`src/rtl/alu_op_sequencer.sv`:
```
// alu_op_sequencer: drives operands into an ALU, waits ALU_LAT cycles,
// samples the result and returns it in command order through a response FIFO.
// Optional statistics counters are enabled with the macro ALU_SEQ_STATS_EN.
module alu_op_sequencer #(
  parameter int DATA_W    = 8,
  parameter int OP_W      = 4,
  parameter int ALU_LAT   = 1,
  parameter int RSP_DEPTH = 4
) (
  input  logic              clk,
  input  logic              reset,
  input  logic              cmd_valid,
  output logic              cmd_ready,
  input  logic [DATA_W-1:0] cmd_a,
  input  logic [DATA_W-1:0] cmd_b,
  input  logic [OP_W-1:0]   cmd_op,
  output logic [DATA_W-1:0] a_out,
  output logic [DATA_W-1:0] b_out,
  output logic [OP_W-1:0]   op_out,
  input  logic [DATA_W-1:0] y_in,
  input  logic              co_in,
  output logic              rsp_valid,
  input  logic              rsp_ready,
  output logic [DATA_W-1:0] rsp_y,
  output logic              rsp_co,
`ifdef ALU_SEQ_STATS_EN
  output logic [15:0]       stat_ops,
  output logic [15:0]       stat_carry,
`endif
  output logic              busy
);

  localparam int PTR_W = $clog2(RSP_DEPTH);
  localparam int CNT_W = PTR_W + 1;
  localparam logic [3:0] LAT_LOAD = 4'(ALU_LAT - 1);
  localparam logic [CNT_W-1:0] DEPTH_C = CNT_W'(RSP_DEPTH);

  typedef enum logic [1:0] {
    S_IDLE    = 2'd0,
    S_WAIT    = 2'd1,
    S_CAPTURE = 2'd2
  } state_t;

  state_t              state_q, state_d;
  logic [3:0]          cnt_q, cnt_d;
  logic                load;
  logic                push;
  logic                pop;
  logic                ready_q, ready_d;
  logic [DATA_W-1:0]   a_q, b_q;
  logic [OP_W-1:0]     op_q;
  logic [DATA_W:0]     mem_q [RSP_DEPTH];
  logic [PTR_W-1:0]    wr_ptr_q, rd_ptr_q;
  logic [CNT_W-1:0]    count_q, count_d;

  assign rsp_valid = (count_q != '0);
  assign pop       = rsp_valid && rsp_ready;
  assign cmd_ready = ready_q;
  assign busy      = (state_q != S_IDLE);
  assign a_out     = a_q;
  assign b_out     = b_q;
  assign op_out    = op_q;
  assign rsp_y     = mem_q[rd_ptr_q][DATA_W:1];
  assign rsp_co    = mem_q[rd_ptr_q][0];

  // Next-state, wait counter and FIFO occupancy logic.
  always_comb begin
    state_d = state_q;
    cnt_d   = cnt_q;
    load    = 1'b0;
    push    = 1'b0;
    case (state_q)
      S_IDLE: begin
        if (cmd_valid && ready_q) begin
          load    = 1'b1;
          cnt_d   = LAT_LOAD;
          state_d = S_WAIT;
        end
      end
      S_WAIT: begin
        if (cnt_q == 4'd0) state_d = S_CAPTURE;
        else               cnt_d   = cnt_q - 4'd1;
      end
      S_CAPTURE: begin
        push    = 1'b1;
        state_d = S_IDLE;
      end
      default: state_d = S_IDLE;
    endcase

    case ({push, pop})
      2'b10:   count_d = count_q + CNT_W'(1);
      2'b01:   count_d = count_q - CNT_W'(1);
      default: count_d = count_q;
    endcase

    // Ready is a register, so a pop only frees a slot for the next cycle.
    ready_d = (state_d == S_IDLE) && (count_d < DEPTH_C);
  end

  // FSM state, wait counter and registered command ready.
  always_ff @(posedge clk or negedge reset) begin
    if (!reset) begin
      state_q <= S_IDLE;
      cnt_q   <= 4'd0;
      ready_q <= 1'b0;
    end else begin
      state_q <= state_d;
      cnt_q   <= cnt_d;
      ready_q <= ready_d;
    end
  end

  // Operand registers hold their value until the next accepted command.
  always_ff @(posedge clk or negedge reset) begin
    if (!reset) begin
      a_q  <= '0;
      b_q  <= '0;
      op_q <= '0;
    end else if (load) begin
      a_q  <= cmd_a;
      b_q  <= cmd_b;
      op_q <= cmd_op;
    end
  end

  // Response FIFO storage, pointers and occupancy.
  always_ff @(posedge clk or negedge reset) begin
    if (!reset) begin
      for (int i = 0; i < RSP_DEPTH; i++) mem_q[i] <= '0;
      wr_ptr_q <= '0;
      rd_ptr_q <= '0;
      count_q  <= '0;
    end else begin
      if (push) begin
        mem_q[wr_ptr_q] <= {y_in, co_in};
        wr_ptr_q        <= wr_ptr_q + PTR_W'(1);
      end
      if (pop) rd_ptr_q <= rd_ptr_q + PTR_W'(1);
      count_q <= count_d;
    end
  end

`ifdef ALU_SEQ_STATS_EN
  logic [15:0] stat_ops_q, stat_carry_q;

  assign stat_ops   = stat_ops_q;
  assign stat_carry = stat_carry_q;

  // Operation and carry counters, advanced on every capture; wrap naturally.
  always_ff @(posedge clk or negedge reset) begin
    if (!reset) begin
      stat_ops_q   <= 16'd0;
      stat_carry_q <= 16'd0;
    end else if (state_q == S_CAPTURE) begin
      stat_ops_q <= stat_ops_q + 16'd1;
      if (co_in) stat_carry_q <= stat_carry_q + 16'd1;
    end
  end
`endif

endmodule

```
`config.mk`:
```
export PLATFORM = sky130hd
export DESIGN_NAME = alu_op_sequencer
export DESIGN_NICKNAME = d
export VERILOG_FILES = /design/src/rtl/alu_op_sequencer.sv
export SDC_FILE = /design/constraint.sdc
export NUM_CORES = 1
export LEC_CHECK = 0
export CAP_MARGIN = 20
export CELL_PAD_IN_SITES_DETAIL_PLACEMENT = 1
export CELL_PAD_IN_SITES_GLOBAL_PLACEMENT = 1
export CORE_MARGIN = 3
export CORE_UTILIZATION = 43
export DETAILED_ROUTE_END_ITERATION = 10
export PLACE_DENSITY = 0.89
export SETUP_SLACK_MARGIN = 0.15
export SLEW_MARGIN = 0
export SYNTH_ARGS = -nofsm -noshare
export SYNTH_HDL_FRONTEND = slang
export SYNTH_SLANG_ARGS = --single-unit
```
`constraint.sdc`:
```
create_clock -name clk -period 2.3 [get_ports clk]
set_input_delay 0.23 -clock clk [delete_from_list [all_inputs] [get_ports clk]]
set_output_delay 0.23 -clock clk [all_outputs]
set_load 0.01 [all_outputs]
```
==> metrics.md <==
| Metric | Value |
|---|---|
| Result of the run | finished clean |
| Number of synthesized flops with an enable pin | 0 |
| First-pass detailed-route iteration total | 3 |
| Global-route wire length before repair | 12.0 mm |
| Vias in the first global route | 2182 |
| Chip height | 93.7 um |
| Grt met2 use | 30.1% |
| Hold Path Class | in2async |
| GRT met3 Usage | 3.69% |
| Antenna-violating nets left | 0 |
| TritonCTS clock tree | done |
| Initial core utilization | 44.9% |
| Endpoints failing setup | 0 |
| Top library cells by usage in the layout, fill and taps aside | 69 x sky130_fd_sc_hd__dfrtp_1, 54 x sky130_fd_sc_hd__clkdlybuf4s50_1, 53 x sky130_fd_sc_hd__mux2_4, 12 x sky130_fd_sc_hd__clkbuf_8, 9 x sky130_fd_sc_hd__mux4_2 |
| Setup repair after global routing missed its margin | true |
| Setup total negative slack | 0 ps |
| Yosys synthesis warning count | 0 |
| Transition at the pin with the smallest max-transition slack | 617 ps |
| CTS clock-pin slew for the worst setup and hold paths | 80 ps |
| Portion of synthesized cell area occupied by the leading cell type | 52.9% |
| Share of power burned in registers | 36.1% |
| Avg Synthesized Cell Area | 16.9 um2 |
| Category of the most critical setup path | reg2reg |
| Worst slew margin relative to its limit | 58.9% |
| Met1 track demand over resource | 23.6% |
| Area occupied by registers | 1750 um2 |
| Placer Congestion | 0.714 |
| R2R Path End | count_q[2] |
| Top-level I/O count | 65 |
| Drc violations | 0 |
| Max-cap violations | 0 |
| Chip Width | 93.7 um |
| Power density cells | 1430 nW/um2 |
| CTS sink count | 70 |
| Net count after synthesis | 236 |
| Overall overflow remaining after global route | 0 |
| Core area | 7370 um2 |
| Via-per-instance ratio | 4.94 |
| Cell Rows | 31 |
| Detailed-route wire length per cell | 18.9 um |
| Number of instances in the synthesized netlist | 196 |
| Count of endpoints failing hold in the final timing report | 0 |
| Primary FF master, synth | sky130_fd_sc_hd__dfrtp_1 |
| Fraction of layout instances using a drive strength above 1 | 36.7% |
| Global-route total usage across every layer | 18.1% |
| Number of buffers added on ports | 64 |
| Area occupied by multi-input gates | 1480 um2 |
| Total number of nets in the final design | 314 |
| Clk Latency, worst-skew pair | 340 ps |
| R2r startpoint | count_q[0] |
| Dominant cell type by area after synthesis | sky130_fd_sc_hd__dfrtp_1 |
| Largest delay share family, worst path | adder cells |
| Fill cell instance count of the final layout | 707 |
| Part of the total power dissipated in combinational logic | 47.4% |
| Sequential element share of the synthesized area | 52.9% |
| Cells taking the most area after synthesis | sky130_fd_sc_hd__dfrtp_1 53%, sky130_fd_sc_hd__mux2_4 24%, sky130_fd_sc_hd__mux4_2 6.1%, sky130_fd_sc_hd__nand2_8 2.4%, sky130_fd_sc_hd__ha_1 2.3% |
| Worst Path Required | 2510 ps |
| Starting DRT DRC Count | 62 |
| Final Max Slew Viols | 0 |
| Launching element type of the critical path | flip-flop |
| Worst path cell trace | o31a_1 -> ha_2 -> fa_2 -> xnor2_2 -> o21a_1 -> or2_2 |
| Most crowded layer after global routing | met2 |
| Final period utilization | 90.4% |
| Total CTS buffers | 9 |
| Combined area of all synthesized cells | 3310 um2 |
| Hpwl dp | 4.99 mm |
| Root Buffer Master | sky130_fd_sc_hd__clkbuf_8 |
| Proportion of power drawn by the clock network | 16.5% |
| Buffering stage count on the worst path with inverters included | 0 |
| Via Count | 1861 |
| Kind of capture point of the worst setup path | flip-flop |
| Maximum cell stage delay along the critical path | 380 ps |
| Worst Setup Slack, final | 221 ps |
| Switching component of the power | 1.87 mW |
| N_diodes | 0 |
| P_leak | 2.07 nW |
| Cell depth of the worst flop-to-flop path | 6 |
| Area growth, synth to finish | 30.7% |
| Flop2flop setup slack | 220 ps |
| Antenna violations before repair | 0 |
| Maximum clock frequency | 0.481 GHz |
| Worst setup slack after placement | 99.7 ps |
| Pin count of the biggest net entering global routing | 46 |
| Unique cell type count in the Yosys netlist | 35 |
| Total die area | 8790 um2 |
| Cell with the biggest individual delay on the critical path | sky130_fd_sc_hd__dfrtp_1 |
| Number of storage elements in the synthesis netlist | 70 |
| Most common cell after layout, fill and taps aside | sky130_fd_sc_hd__dfrtp_1 |
| Maximum vdd drop | 0.000583 V |
| Worst endpoint data arrival time | 2280 ps |
| Share of synthesized registers carrying an async set or reset | 100% |
| CTS H-tree lvls | 3 |
| Switching power as a share of total power | 30.3% |
| Clock Skews | 11.8 ps |
| Shortest clock period the worst path allows after layout | 2080 ps |
| Final wirelength | 7.12 mm |
| Number of buffers between clock root and the deepest sink | 2 |
| Maximum fanout encountered on the critical timing path | 3 |
| Cell internal pwr | 4.31 mW |
==> synthesized netlist by cell type (all sizes together) (2+ instances only) <==
cell type  instances
nand2b             2
xnor2              4
nor4               2
ha                 6
nor3               2
dfrtp             70
or3                2
buf                6
or2                2
mux4               9
mux2i              2
inv                6
o21ai              3
mux2              57
nand2             10
==> cell families (layout without fill, tap and decap cells) <==
group | after synthesis | after routing | synth area share, %
compound gates | 7 | 7 | 1.40
buf+inv | 12 | 94 | 2.68
simple gates | 27 | 27 | 6.69
xor+xnor | 5 | 5 | 1.32
flops | 70 | 70 | 52.9
fa+ha+maj | 7 | 7 | 2.87
mux | 68 | 68 | 32.1
==> through the flow <==
stage          instances  utilization (%)  cell area (um2)  hold WS [ps]  power (mW)
5_1_grt              377             58.7             4330           462        6.59
2_1_floorplan        196                -             3310         -65.6        4.04
3_5_place_dp         359             55.1             4060           278        5.20
4_1_cts              377             58.3             4300           442        6.28
6_report             377             58.7             4330           437        6.18
3_3_place_gp         359             55.1             4060           264        5.05
==> registers in the layout, indices dropped and copies added (netlist names) <==
signal / flops
rd_ptr_q: 2
count_q: 3
a_out: 8
cmd_ready: 1
op_out: 4
state_q: 2
b_out: 8
cnt_q: 4
mem_q: 36
wr_ptr_q: 2
==> area by class of cell <==
cell class	count	area share, %
clock buffer	12	3.82
clock inverter	3	0.983
inverter	6	0.521
multi-input combinational	114	34.3
sequential	70	40.5
tap	99	2.86
timing repair buffer	73	17.0
==> timing repair <==
action                     4_1_cts  5_1_grt
resized for setup                4       10
buffers inserted                 2        0
hold buffers                     1        0
hold endpoints to repair        25        0
setup endpoints to repair        6        9
pin swaps                        1        0
==> routing by layer <==
layer  vias to the layer above  part of all wire [%]
li1                        856                     -
met1                       960                    42
met2                        38                    53
met3                         7                   3.5
met4                         0                   1.4
met5                         -                     0
==> power groups by stage <==
stage	clock network (mW)	logic, mW	registers [mW]
after global placement	0	2.85	2.20
final	1.02	2.93	2.23
after global routing	1.12	3.15	2.33
after CTS	1.05	2.99	2.24
after floorplan	0	1.84	2.20
after detailed placement	0	2.94	2.26
==> how the worst max path moves through the flow <==
stage                     from    endpoint  cells after the start
floorplan           state_q[0]  count_q[2]                      8
global placement     rsp_ready  count_q[2]                      7
detailed placement   rsp_ready  count_q[2]                      7
CTS                 count_q[0]  count_q[2]                      6
global route        count_q[0]  count_q[2]                      6
finish              count_q[0]  count_q[2]                      6
No activity file was read; power rests on OpenSTA's default activity.
